`src/rtl/ternary_stream_driver_pkg.sv`:
```
// Shared constants, state encoding and command-word helper for the ternary
// mat-vec core stream driver.
package ternary_pkg;

    localparam int IN_LEN    = 16;
    localparam int OUT_LEN   = 8;
    localparam int RES_LAT   = 2;
    localparam int WORDS     = 2 * IN_LEN * OUT_LEN / 16;
    localparam int VEC_WORDS = IN_LEN / 2;
    localparam int WA_W      = $clog2(WORDS);
    localparam int CNT_W     = $clog2(WORDS) + 1;

    localparam logic [1:0] CMD_LOAD = 2'b10;
    localparam logic [1:0] CMD_MULT = 2'b11;

    localparam logic [CNT_W-1:0] RST_LAST  = CNT_W'(1);
    localparam logic [CNT_W-1:0] LOAD_LAST = CNT_W'(WORDS - 1);
    localparam logic [CNT_W-1:0] SEND_LAST = CNT_W'(VEC_WORDS - 1);
    localparam logic [CNT_W-1:0] WAIT_LAST = CNT_W'(RES_LAT - 2);
    localparam logic [CNT_W-1:0] CAPT_LAST = CNT_W'(OUT_LEN - 1);

    typedef enum logic [3:0] {
        S_IDLE = 4'd0,
        S_RST  = 4'd1,
        S_CMD  = 4'd2,
        S_LOAD = 4'd3,
        S_FILL = 4'd4,
        S_SEND = 4'd5,
        S_WAIT = 4'd6,
        S_CAPT = 4'd7,
        S_FIN  = 4'd8
    } state_t;

    function automatic logic [15:0] cmd_word(input logic [1:0] cmd);
        cmd_word = {2'b00, cmd, 12'h000};
    endfunction

endpackage

```
`src/rtl/ternary_stream_driver_if.sv`:
```
// Host-side bus of the stream driver: job control, weight writes,
// activation stream, core word bus and result stream.
interface ternary_stream_driver_if;
    import ternary_pkg::*;

    logic              start;
    logic              mode_load;
    logic [7:0]        vec_count;
    logic              w_wr_en;
    logic [WA_W-1:0]   w_wr_addr;
    logic [15:0]       w_wr_data;
    logic              act_valid;
    logic              act_ready;
    logic [15:0]       act_data;
    logic [15:0]       drv_word;
    logic              dut_rst_n;
    logic [7:0]        res_in;
    logic              res_valid;
    logic [7:0]        res_data;
    logic              busy;
    logic              done;

    modport master (
        input  start, mode_load, vec_count, w_wr_en, w_wr_addr, w_wr_data,
        input  act_valid, act_data, res_in,
        output act_ready, drv_word, dut_rst_n, res_valid, res_data, busy, done
    );

    modport slave (
        output start, mode_load, vec_count, w_wr_en, w_wr_addr, w_wr_data,
        output act_valid, act_data, res_in,
        input  act_ready, drv_word, dut_rst_n, res_valid, res_data, busy, done
    );

endinterface

```
`src/rtl/ternary_stream_driver_vec_buf.sv`:
```
// Write-then-drain activation buffer holding one vector; the read word is
// presented combinationally so the driver can register it onto the core bus.
module ternary_vec_buf #(
    parameter int DEPTH = 8,
    parameter int W     = 16
) (
    input  logic         clk,
    input  logic         rst_n,
    input  logic         wr_en,
    input  logic [W-1:0] wr_data,
    input  logic         rd_en,
    output logic [W-1:0] rd_data,
    output logic         full,
    output logic         empty
);

    localparam int PW = $clog2(DEPTH);
    localparam int LW = PW + 1;

    logic [W-1:0]  mem_r [DEPTH];
    logic [PW-1:0] wr_ptr_r;
    logic [PW-1:0] rd_ptr_r;
    logic [LW-1:0] level_r;
    logic          wr_ok_s;
    logic          rd_ok_s;

    assign wr_ok_s = wr_en && !full;
    assign rd_ok_s = rd_en && !empty;
    assign full    = (level_r == LW'(DEPTH));
    assign empty   = (level_r == {LW{1'b0}});
    assign rd_data = mem_r[rd_ptr_r];

    // Storage array; contents need no reset, pointers define validity.
    always_ff @(posedge clk) begin
        if (wr_ok_s) begin
            mem_r[wr_ptr_r] <= wr_data;
        end
    end

    // Pointers and fill level; reset flushes the buffer.
    always_ff @(posedge clk) begin
        if (!rst_n) begin
            wr_ptr_r <= {PW{1'b0}};
            rd_ptr_r <= {PW{1'b0}};
            level_r  <= {LW{1'b0}};
        end else begin
            if (wr_ok_s) begin
                wr_ptr_r <= (wr_ptr_r == PW'(DEPTH - 1)) ? {PW{1'b0}} : wr_ptr_r + PW'(1);
            end
            if (rd_ok_s) begin
                rd_ptr_r <= (rd_ptr_r == PW'(DEPTH - 1)) ? {PW{1'b0}} : rd_ptr_r + PW'(1);
            end
            case ({wr_ok_s, rd_ok_s})
                2'b10:   level_r <= level_r + LW'(1);
                2'b01:   level_r <= level_r - LW'(1);
                default: level_r <= level_r;
            endcase
        end
    end

endmodule

```
`src/rtl/ternary_stream_driver.sv`:
```
// Host-side sequencer for the ternary mat-vec core: resets and commands the
// core, streams weights and buffered activation vectors, captures results.
module ternary_stream_driver
    import ternary_pkg::*;
(
    input  logic                    clk,
    input  logic                    rst_n,
    ternary_stream_driver_if.master bus
);

    state_t           state_r, state_s;
    logic [CNT_W-1:0] cnt_r, cnt_s;
    logic [7:0]       vcnt_r, vcnt_s;
    logic             mode_r, mode_s;
    logic [15:0]      wbuf_r [WORDS];

    logic [15:0]      drv_word_r, drv_word_s;
    logic             dut_rst_n_r, dut_rst_n_s;
    logic             act_ready_r, act_ready_s;
    logic             res_valid_r;
    logic [7:0]       res_data_r;
    logic             busy_r, busy_s;
    logic             done_r, done_s;

    logic             accept_s;
    logic             pop_s;
    logic             buf_full_s;
    logic             buf_empty_s;
    logic [15:0]      buf_rd_data_s;

    assign accept_s = bus.act_valid && act_ready_r && !buf_full_s;
    assign pop_s    = (state_s == S_SEND) && !buf_empty_s;

    ternary_vec_buf #(
        .DEPTH (VEC_WORDS),
        .W     (16)
    ) u_vec_buf (
        .clk     (clk),
        .rst_n   (rst_n),
        .wr_en   (accept_s),
        .wr_data (bus.act_data),
        .rd_en   (pop_s),
        .rd_data (buf_rd_data_s),
        .full    (buf_full_s),
        .empty   (buf_empty_s)
    );

    // Weight RAM: survives driver reset, writable only while idle.
    always_ff @(posedge clk) begin
        if (bus.w_wr_en && (state_r == S_IDLE)) begin
            wbuf_r[bus.w_wr_addr] <= bus.w_wr_data;
        end
    end

    // Next-state and sequencing counters.
    always_comb begin
        state_s = state_r;
        cnt_s   = cnt_r;
        vcnt_s  = vcnt_r;
        mode_s  = mode_r;
        case (state_r)
            S_IDLE: begin
                if (bus.start) begin
                    mode_s  = bus.mode_load;
                    vcnt_s  = bus.vec_count;
                    cnt_s   = {CNT_W{1'b0}};
                    state_s = bus.mode_load ? S_RST : S_CMD;
                end else begin
                    state_s = S_IDLE;
                end
            end
            S_RST: begin
                if (cnt_r == RST_LAST) begin
                    cnt_s   = {CNT_W{1'b0}};
                    state_s = S_CMD;
                end else begin
                    cnt_s = cnt_r + CNT_W'(1);
                end
            end
            S_CMD: begin
                cnt_s = {CNT_W{1'b0}};
                if (mode_r) begin
                    state_s = S_LOAD;
                end else begin
                    state_s = (vcnt_r == 8'd0) ? S_FIN : S_FILL;
                end
            end
            S_LOAD: begin
                if (cnt_r == LOAD_LAST) begin
                    cnt_s   = {CNT_W{1'b0}};
                    state_s = (vcnt_r == 8'd0) ? S_FIN : S_FILL;
                end else begin
                    cnt_s = cnt_r + CNT_W'(1);
                end
            end
            S_FILL: begin
                if (accept_s) begin
                    if (cnt_r == SEND_LAST) begin
                        cnt_s   = {CNT_W{1'b0}};
                        state_s = S_SEND;
                    end else begin
                        cnt_s = cnt_r + CNT_W'(1);
                    end
                end else begin
                    cnt_s = cnt_r;
                end
            end
            S_SEND: begin
                if (cnt_r == SEND_LAST) begin
                    cnt_s   = {CNT_W{1'b0}};
                    state_s = S_WAIT;
                end else begin
                    cnt_s = cnt_r + CNT_W'(1);
                end
            end
            S_WAIT: begin
                if (cnt_r == WAIT_LAST) begin
                    cnt_s   = {CNT_W{1'b0}};
                    state_s = S_CAPT;
                end else begin
                    cnt_s = cnt_r + CNT_W'(1);
                end
            end
            S_CAPT: begin
                if (cnt_r == CAPT_LAST) begin
                    cnt_s   = {CNT_W{1'b0}};
                    vcnt_s  = (vcnt_r == 8'd0) ? 8'd0 : vcnt_r - 8'd1;
                    state_s = (vcnt_r <= 8'd1) ? S_FIN : S_FILL;
                end else begin
                    cnt_s = cnt_r + CNT_W'(1);
                end
            end
            S_FIN: begin
                state_s = S_IDLE;
            end
            default: begin
                state_s = S_IDLE;
                cnt_s   = {CNT_W{1'b0}};
            end
        endcase
    end

    // Outputs are derived from the upcoming state so the registered values
    // line up cycle-for-cycle with state_r.
    always_comb begin
        drv_word_s = 16'h0000;
        case (state_s)
            S_CMD:   drv_word_s = cmd_word(mode_s ? CMD_LOAD : CMD_MULT);
            S_LOAD:  drv_word_s = wbuf_r[cnt_s[WA_W-1:0]];
            S_SEND:  drv_word_s = buf_rd_data_s;
            default: drv_word_s = 16'h0000;
        endcase
        dut_rst_n_s = (state_s != S_RST);
        act_ready_s = (state_s == S_FILL);
        busy_s      = (state_s != S_IDLE);
        done_s      = (state_s == S_FIN);
    end

    // State, counters and registered outputs.
    always_ff @(posedge clk) begin
        if (!rst_n) begin
            state_r     <= S_IDLE;
            cnt_r       <= {CNT_W{1'b0}};
            vcnt_r      <= 8'd0;
            mode_r      <= 1'b0;
            drv_word_r  <= 16'h0000;
            dut_rst_n_r <= 1'b1;
            act_ready_r <= 1'b0;
            res_valid_r <= 1'b0;
            res_data_r  <= 8'h00;
            busy_r      <= 1'b0;
            done_r      <= 1'b0;
        end else begin
            state_r     <= state_s;
            cnt_r       <= cnt_s;
            vcnt_r      <= vcnt_s;
            mode_r      <= mode_s;
            drv_word_r  <= drv_word_s;
            dut_rst_n_r <= dut_rst_n_s;
            act_ready_r <= act_ready_s;
            res_valid_r <= (state_r == S_CAPT);
            res_data_r  <= (state_r == S_CAPT) ? bus.res_in : res_data_r;
            busy_r      <= busy_s;
            done_r      <= done_s;
        end
    end

    assign bus.drv_word  = drv_word_r;
    assign bus.dut_rst_n = dut_rst_n_r;
    assign bus.act_ready = act_ready_r;
    assign bus.res_valid = res_valid_r;
    assign bus.res_data  = res_data_r;
    assign bus.busy      = busy_r;
    assign bus.done      = done_r;

endmodule

```
`src/flat_wrapper.sv`:
```
// flat-port wrapper written by rule: the top's interface ports become plain ports
module ternary_stream_driver_flat import ternary_pkg::*;
  (clk, rst_n, bus_start, bus_mode_load, bus_vec_count, bus_w_wr_en, bus_w_wr_addr, bus_w_wr_data, bus_act_valid, bus_act_data, bus_res_in, bus_act_ready, bus_drv_word, bus_dut_rst_n, bus_res_valid, bus_res_data, bus_busy, bus_done);
  ternary_stream_driver_if bus_i ();
  input  logic clk;
  input  logic rst_n;
  input wire logic [$bits(bus_i.start)-1:0] bus_start;
  input wire logic [$bits(bus_i.mode_load)-1:0] bus_mode_load;
  input wire logic [$bits(bus_i.vec_count)-1:0] bus_vec_count;
  input wire logic [$bits(bus_i.w_wr_en)-1:0] bus_w_wr_en;
  input wire logic [$bits(bus_i.w_wr_addr)-1:0] bus_w_wr_addr;
  input wire logic [$bits(bus_i.w_wr_data)-1:0] bus_w_wr_data;
  input wire logic [$bits(bus_i.act_valid)-1:0] bus_act_valid;
  input wire logic [$bits(bus_i.act_data)-1:0] bus_act_data;
  input wire logic [$bits(bus_i.res_in)-1:0] bus_res_in;
  output wire logic [$bits(bus_i.act_ready)-1:0] bus_act_ready;
  output wire logic [$bits(bus_i.drv_word)-1:0] bus_drv_word;
  output wire logic [$bits(bus_i.dut_rst_n)-1:0] bus_dut_rst_n;
  output wire logic [$bits(bus_i.res_valid)-1:0] bus_res_valid;
  output wire logic [$bits(bus_i.res_data)-1:0] bus_res_data;
  output wire logic [$bits(bus_i.busy)-1:0] bus_busy;
  output wire logic [$bits(bus_i.done)-1:0] bus_done;
  assign bus_i.start = bus_start;
  assign bus_i.mode_load = bus_mode_load;
  assign bus_i.vec_count = bus_vec_count;
  assign bus_i.w_wr_en = bus_w_wr_en;
  assign bus_i.w_wr_addr = bus_w_wr_addr;
  assign bus_i.w_wr_data = bus_w_wr_data;
  assign bus_i.act_valid = bus_act_valid;
  assign bus_i.act_data = bus_act_data;
  assign bus_i.res_in = bus_res_in;
  assign bus_act_ready = bus_i.act_ready;
  assign bus_drv_word = bus_i.drv_word;
  assign bus_dut_rst_n = bus_i.dut_rst_n;
  assign bus_res_valid = bus_i.res_valid;
  assign bus_res_data = bus_i.res_data;
  assign bus_busy = bus_i.busy;
  assign bus_done = bus_i.done;
  ternary_stream_driver u_core (.clk(clk), .rst_n(rst_n), .bus(bus_i));
endmodule
```
`config.mk`:
```
export PLATFORM = sky130hd
export DESIGN_NAME = ternary_stream_driver_flat
export DESIGN_NICKNAME = d
export VERILOG_FILES = /design/src/rtl/ternary_stream_driver_pkg.sv /design/src/rtl/ternary_stream_driver_if.sv /design/src/rtl/ternary_stream_driver_vec_buf.sv /design/src/rtl/ternary_stream_driver.sv /design/src/flat_wrapper.sv
export SDC_FILE = /design/constraint.sdc
export NUM_CORES = 1
export LEC_CHECK = 0
export CAP_MARGIN = 20
export CORE_AREA = 2 2 176 178
export CTS_CLUSTER_DIAMETER = 60
export DETAILED_ROUTE_END_ITERATION = 7
export DIE_AREA = 0 0 178 180
export PLACE_DENSITY_LB_ADDON = 0.25
export SYNTH_ARGS = -nofsm -noshare
export SYNTH_HDL_FRONTEND = slang
export SYNTH_SLANG_ARGS = --single-unit
export TNS_END_PERCENT = 5
```
`constraint.sdc`:
```
create_clock -name clk -period 4.65 [get_ports clk]
set_input_delay 0.93 -clock clk [delete_from_list [all_inputs] [get_ports clk]]
set_output_delay 0.93 -clock clk [all_outputs]
set_load 0.02 [all_outputs]
```
== Yosys cells after proc, flatten, opt, wreduce, memory -nomap -nowiden ==
Memory sizes are Yosys's and may differ from the RTL's. A register that Yosys moved wholly into a read port is not among the register bits.
Cells that the tools add are included.

* Register bits after elaboration: 57
* Memory bits (writable): 384
* Input port bits: 58
* Word-level logic and storage cells: 105
* Memories kept: 2

{| class="wikitable"
|+ Memory list
! name !! depth !! width !! read ports !! clocked after memory_dff !! wr ports !! line !! RTL
|-
| u_core.wbuf_r || 16 || 16 || 1 || 0 || 1 || ternary_stream_driver.sv:15 || <nowiki>logic [15:0] wbuf_r [WORDS];</nowiki>
|-
| u_core.u_vec_buf.mem_r || 8 || 16 || 1 || 1 || 1 || ternary_stream_driver_vec_buf.sv:20 || <nowiki>logic [W-1:0] mem_r [DEPTH];</nowiki>
|}

* Add/subtract/negate cells: 6
* Order comparisons: 1
* Equal/unequal tests: 25
* Mux-type cells: 37
* Bitwise logic cells: 1
* Reduce and logical (&&, ||, !) cells: 18

{| class="wikitable"
|+ Operators with widths
! cell !! count
|-
| $pmux 16 s3 || 1
|-
| $mux 4 || 11
|-
| $pmux 5 s7 || 1
|-
| $pmux 4 s8 || 1
|-
| $mux 5 || 6
|-
| $eq 4x3->1 const B || 6
|-
| $mux 8 || 3
|-
| $eq 4x2->1 const B || 4
|-
| $pmux 8 s2 || 1
|-
| $eq 4x4->1 const B || 3
|-
| $mux 3 || 4
|-
| $le 8x1->1 const B || 1
|-
| $logic_not 4->1 || 2
|-
| $logic_not 8->1 || 1
|-
| $pmux 4 s2 || 1
|-
| $sub 8x1->8 const B || 1
|-
| $mux 1 || 7
|-
| $add 3x1->3 const B || 2
|-
| $eq 3x3->1 const B || 2
|-
| $logic_and 1x1->1 || 6
|-
| $reduce_and 3->1 || 2
|-
| $add 5x1->5 const B || 1
|-
| $eq 5x1->1 const B || 1
|-
| $eq 5x3->1 const B || 1
|-
| other kinds (16) || 19
|}

== Logic depth before layout (Yosys ltp) ==
* Depth in word-level cells: 10
* Depth in mapped cells: 17

== Modules after synthesis ==
From an unflattened synthesis, not the netlist that was laid out.

* Cells, all modules: 1,088
* Area, all modules: 17,984.7 um^2

{| class="wikitable"
|+ By module, submodules not included
! module !! times used !! cells each !! area an instance (um^2) !! seq. area each (um^2)
|-
| ternary_stream_driver || 1 || 823 || 12,320.6 || 8,628.3
|-
| ternary_vec_buf || 1 || 265 || 5,664.2 || 4,103.9
|}

== Worst setup path before layout ==
No wires, ideal clock.

* Path type: input-to-reg
* Start: in bus_act_valid
* End: reg u_core.u_vec_buf.level_r[2]
* Library setup time: 0.071 ns
* Arrival: 3.394 ns
* Data required time: 4.579 ns
* Slack: 1.186 ns
* Stages on the path: 14
* Path buffers: 0
* Path through: nand2_1 -> nor2_1 -> inv_2 -> o31ai_1 -> and3_1 -> nand2b_1 -> nor2_1 -> ha_1 -> xor2_1 -> ha_1 -> a21oi_1 -> xor2_1 -> or3_1 -> a21oi_1

* Cells in the longest elaborated chain, start to end: 9
* Elaborated cells on any way between the ends: 12
* Classes of those cells: eq/ne: 3; mux: 3; reduce/logical: 6

{| class="wikitable"
|+ RTL lines
! element !! line !! RTL
|-
| start, declared || flat_wrapper.sv:13 || <nowiki>input wire logic [$bits(bus_i.act_valid)-1:0] bus_act_valid;</nowiki>
|-
| $logic_and 1x1->1 * (2 in a row) || ternary_stream_driver.sv:31 || <nowiki>assign accept_s = bus.act_valid && act_ready_r && !buf_full_s;</nowiki>
|-
| $mux 4 || ternary_stream_driver.sv:97 || <nowiki>if (accept_s) begin</nowiki>
|-
| $pmux 4 s8 || ternary_stream_driver.sv:61 || <nowiki>case (state_r)</nowiki>
|-
| $eq 4x3->1 || ternary_stream_driver.sv:32 || <nowiki>assign pop_s = (state_s == S_SEND) && !buf_empty_s;</nowiki>
|-
| $logic_and 1x1->1 || ternary_stream_driver.sv:32 ||
|-
| $logic_and 1x1->1 || ternary_stream_driver_vec_buf.sv:28 || <nowiki>assign rd_ok_s = rd_en && !empty;</nowiki>
|-
| $eq 2x1->1 / $eq 2x2->1 (equally long branches) || ternary_stream_driver_vec_buf.sv:53 || <nowiki>case ({wr_ok_s, rd_ok_s})</nowiki>
|-
| $pmux 4 s2 / $reduce_bool 2->1 (equally long branches) || - ||
|-
| end signal, assigned || ternary_stream_driver_vec_buf.sv:54 || <nowiki>2'b10: level_r <= level_r + LW'(1);</nowiki>
|-
| end signal, assigned || ternary_stream_driver_vec_buf.sv:55 || <nowiki>2'b01: level_r <= level_r - LW'(1);</nowiki>
|-
| end signal, assigned || ternary_stream_driver_vec_buf.sv:56 || <nowiki>default: level_r <= level_r;</nowiki>
|-
| end, declared || ternary_stream_driver_vec_buf.sv:23 || <nowiki>logic [LW-1:0] level_r;</nowiki>
|}

Every way passes the cells marked *; elsewhere a longest branch is shown, timed or not.
A chain may end at the register's enable or synchronous reset.

== Worst setup path after layout ==
* Start: reg u_core.cnt_r[1]
* End: reg u_core.u_vec_buf.level_r[2]

* Cells in the longest elaborated chain, start to end: 9
* Elaborated cells on any way between the ends: 19
* Classes of those cells: eq/ne: 6; mux: 9; reduce/logical: 4

{| class="wikitable"
|+ RTL lines
! element !! line !! RTL
|-
| start, declared || ternary_stream_driver.sv:12 || <nowiki>logic [CNT_W-1:0] cnt_r, cnt_s;</nowiki>
|-
| start signal, assigned || ternary_stream_driver.sv:163 || <nowiki>cnt_r <= {CNT_W{1'b0}};</nowiki>
|-
| start signal, assigned || ternary_stream_driver.sv:175 || <nowiki>cnt_r <= cnt_s;</nowiki>
|-
| $eq 5x3->1 || ternary_stream_driver.sv:98, ternary_stream_driver.sv:109, ternary_stream_driver.sv:125 ||
|-
| $mux 4 || ternary_stream_driver.sv:98 || <nowiki>if (cnt_r == SEND_LAST) begin</nowiki>
|-
| $mux 4 || ternary_stream_driver.sv:97 ||
|-
| $pmux 4 s8 * || ternary_stream_driver.sv:61 ||
|-
| $eq 4x3->1 * || ternary_stream_driver.sv:32 ||
|-
| $logic_and 1x1->1 * || ternary_stream_driver.sv:32 ||
|-
| $logic_and 1x1->1 * || ternary_stream_driver_vec_buf.sv:28 ||
|-
| $eq 2x1->1 / $eq 2x2->1 (equally long branches) || ternary_stream_driver_vec_buf.sv:53 ||
|-
| $pmux 4 s2 / $reduce_bool 2->1 (equally long branches) || - ||
|}

Marked as above.

==> impl_metrics.csv <==
group,metric,value,unit
outcome,status,"completed",
critical_path,cpMostUsedCell,"ha_1",
final_layout,diodes,0,
critical_path,crit_family,"simple AND/OR/NAND/NOR gates",
synth,syn_area,17900,um2
power_and_ir_drop,leakage,0.00680,uW
floorplan,dieArea,32000,um2
cts,clk_latency,0.55,ns
timing,fmax,251,MHz
floorplan,io_pins,87,
global_routing,grt-ovfl-total,0,
timing,whs,0.454,ns
power_and_ir_drop,p_total,8520,uW
synth,ys_types,64,
synth,syn_inst,1218,
cts,cts_tree,"built",
synth,synth_area_leaders,"edfxtp_1 65%, dfxtp_1 6.7%, mux4_2 4.7%, nand2_1 3.5%, a21oi_1 2.3%",
timing,tightest_slew,1.02,ns
worst_hold_path,min_from,"u_core.bus.res_data[4]",
cts,postCtsSetupRepairBufs,0,
run,maxCapViolations,0,
power_and_ir_drop,clkPwrFrac,0.393,
global_routing,first_global_vias,10600,
critical_path,crit_fanout,8,
drt,drc,0,
synth,synth.most_common_cell,"edfxtp_1",
drt,drtAntennaViolNets,0,
critical_path,rr_startpoint,"u_core.cnt_r[1]",
critical_path,worstPathCellList,"ha_1, nand2_2, nor2_1, ha_1, o21ai_0, nor2b_1, buf_4, a211o_1, nand2b_1, nor2_1, ha_1, xor2_1, ha_1, a21oi_1, xor2_1, or3_1, a21oi_1",
cts,numCtsBuffers,44,
place,post-dp-hpwl,25.2,mm
synth,yosysWarnings,0,
critical_path,ff2ff_setup_slack,0.67,ns
critical_path,reg2reg_depth,17,
critical_path,endpoint_kind,"flop",
global_routing,grt_max_degree,50,
critical_path,worst-path-buf-inv,1,
critical_path,cp-start-kind,"flop",
place,gp_congestion,0.873,
drt,drt_iter0_drc,1366,
worst_hold_path,holdPathEnd,"u_core.bus.res_data[4]",
power_and_ir_drop,seqPwrFrac,0.520,
synth,synth_seq_area_share,0.712,
drt,via_count,11000,
timing,setup_viol,0,
cts,clk_pin_slew,0.06,ns
synth,synth_commonest_cells,"384 x edfxtp_1, 166 x nand2_1, 83 x a21oi_1, 83 x nand3_1, 60 x dfxtp_1",
cts,holdBufCountCts,0,
worst_hold_path,min_path_type,"reg2reg",
final_layout,nets,1407,
power_and_ir_drop,vdd_ir_drop_max,0.343,mV
power_and_ir_drop,internal-power,6580,uW
place,port_buffers,86,
synth,synth_edf_count,384,
floorplan,start_util,0.592,
timing,finalCritPeriodShare,0.855,
drt,postRouteWirelength,41.6,mm
cts,numClockSinks,444,
floorplan,rows,64,
global_routing,grt_pass1_wl,62.7,mm
critical_path,max_stage_delay,0.45,ns
synth,async_flop_share,0,
final_layout,layout-drive-gt1-share,0.157,
cts,htree_num_levels,2,
power_and_ir_drop,power.density,410,nW/um2
global_routing,grt_use_total,0.261,
drt,viasPerCell,6.25,
timing,slew_headroom,0.320,
synth,synth_fp_nets,1291,
synth,ys.flop_type,"edfxtp_1",
cts,cts_resized,0,
power_and_ir_drop,p_comb_frac,0.088,
critical_path,slowest_stage,"dfxtp_1",
timing,layout_min_cycle_time,3.98,ns
synth,syn_avg_cell_area,14.7,um2
timing,drv_slew,0,
timing,finalHoldViolations,0,
power_and_ir_drop,sw_frac_of_total,0.227,
final_layout,synthToLayoutAreaGrowth,16.3,%
worst_hold_path,hold_path_depth,2,
critical_path,crit_type,"reg2reg",
synth,synth_largest_area_cell,"edfxtp_1",
global_routing,antenna_found_initial,0,
timing,skew,0.0289,ns
synth,synth-seq-cells,444,
power_and_ir_drop,p_switching,1940,uW
critical_path,r2r_end,"u_core.u_vec_buf.level_r[2]",
cts,cts_buffer_depth,3,
critical_path,critical_path_required,5.11,ns
drt,detail_route.first_pass.iterations,5,
timing,final.setup.tns,0,ns
synth,yosysTopAreaCellShare,0.645,
drt,wl_per_cell,23.6,um
floorplan,core,30200,um2
cts,cts-root-buf,"clkbuf_16",
timing,rsz0062_at_grt,"no",
floorplan,die_h,180,um
critical_path,cp.arrival,4.43,ns
floorplan,die_w,178,um
[worst max-delay path by stage]
| stage | from | endpoint | slack, ns | cells after the start |
|---|---|---|---|---|
| after floorplan | bus_act_valid | u_core.u_vec_buf.level_r[2] | 1.19 | 14 |
| after global placement | bus_act_valid | u_core.bus.drv_word[3] | 0.52 | 10 |
| after detailed placement | bus_act_valid | u_core.u_vec_buf.level_r[2] | 0.58 | 15 |
| after CTS | u_core.cnt_r[1] | u_core.u_vec_buf.level_r[2] | 0.70 | 17 |
| after global routing | u_core.cnt_r[1] | u_core.u_vec_buf.level_r[3] | 0.33 | 16 |
| final | u_core.cnt_r[1] | u_core.u_vec_buf.level_r[2] | 0.67 | 17 |
[layout make-up]
cell class / instances / area, um2
Fill cell: 2017 / 9410
Clock inverter: 19 / 131
Inverter: 13 / 48.8
Multi-Input combinational cell: 691 / 4850
Clock buffer: 61 / 1230
Timing Repair Buffer: 140 / 1290
Sequential cell: 444 / 12700
Tap cell: 396 / 495
[power by group through the flow]
stage / Combinational, uW / Sequential [uW] / Clock, uW
2_1_floorplan: 455 / 4510 / 0
6_report: 746 / 4430 / 3340
3_5_place_dp: 732 / 4510 / 0
4_1_cts: 739 / 4420 / 3380
5_1_grt: 812 / 4430 / 3530
3_3_place_gp: 723 / 4510 / 0
[kinds of logic (layout without fill, tap and decap cells)]
| logic type | Yosys count | after routing | share of synthesized area |
|---|---|---|---|
| compound gates | 198 | 198 | 0.0734 |
| xor+xnor | 8 | 8 | 0.00392 |
| fa+ha+maj | 15 | 15 | 0.0105 |
| buf+inv | 83 | 233 | 0.0223 |
| flops | 444 | 444 | 0.712 |
| mux | 98 | 98 | 0.0830 |
| simple gates | 372 | 372 | 0.0945 |
[per-stage QoR]
stage,cell area [um2],setup WS (ns),utilization,std cells
after global placement,19400,0.517,0.643,1683
final,20800,0.673,0.688,1764
after global routing,20800,0.327,0.688,1764
after CTS,20800,0.703,0.688,1763
after detailed placement,19400,0.580,0.643,1683
after floorplan,17900,1.19,-,1218
[per-layer routing]
metal	global-route usage	wire length, um	up-vias
met1	0.388	16900	5495
met3	0.0459	3790	74
met5	0	0	-
li1	-	-	4922
met4	0.0882	1210	0
met2	0.396	19700	531
[layout by cell type, fill, tap and decap left out, drive strengths merged, types with 4 or more instances in the layout]
cell type,n
o211ai,7
clkinv,16
nand2,167
xor2,4
dfxtp,60
nor2b,5
o32ai,4
clkdlybuf4s50,86
and3,5
or3,5
a31oi,6
o41ai,5
o21ai,22
o32a,11
mux4,37
mux2,26
nand3,83
buf,54
nor3b,6
nor4,6
and2,6
a32o,10
edfxtp,384
clkbuf,61
a21oi,85
xnor2,4
nand2b,9
inv,13
o221ai,5
nor2,54
ha,15
o22ai,11
o2111ai,10
nor3,16
mux2i,35
[registers in the layout (all words and copies together), names as in the netlist, 3 cells and up, named ones only]
| signal | flops |
|---|---|
| u_core.state_r | 4 |
| u_core.u_vec_buf.mem_r | 128 |
| u_core.wbuf_r | 256 |
| u_core.bus.drv_word | 16 |
| u_core.u_vec_buf.rd_ptr_r | 3 |
| u_core.u_vec_buf.wr_ptr_r | 3 |
| u_core.cnt_r | 5 |
| u_core.u_vec_buf.level_r | 4 |
| u_core.bus.res_data | 8 |
| u_core.vcnt_r | 8 |
[worst reg2reg max path: cells and delay by family (launching register included)]
kind,cells,cell delay (ns)
simple gates,6,1.33
fa+ha+maj,4,1.07
compound gates,4,0.61
flops,1,0.45
xor+xnor,2,0.32
buf+inv,1,0.14
Power figures use the tool's default switching activity.
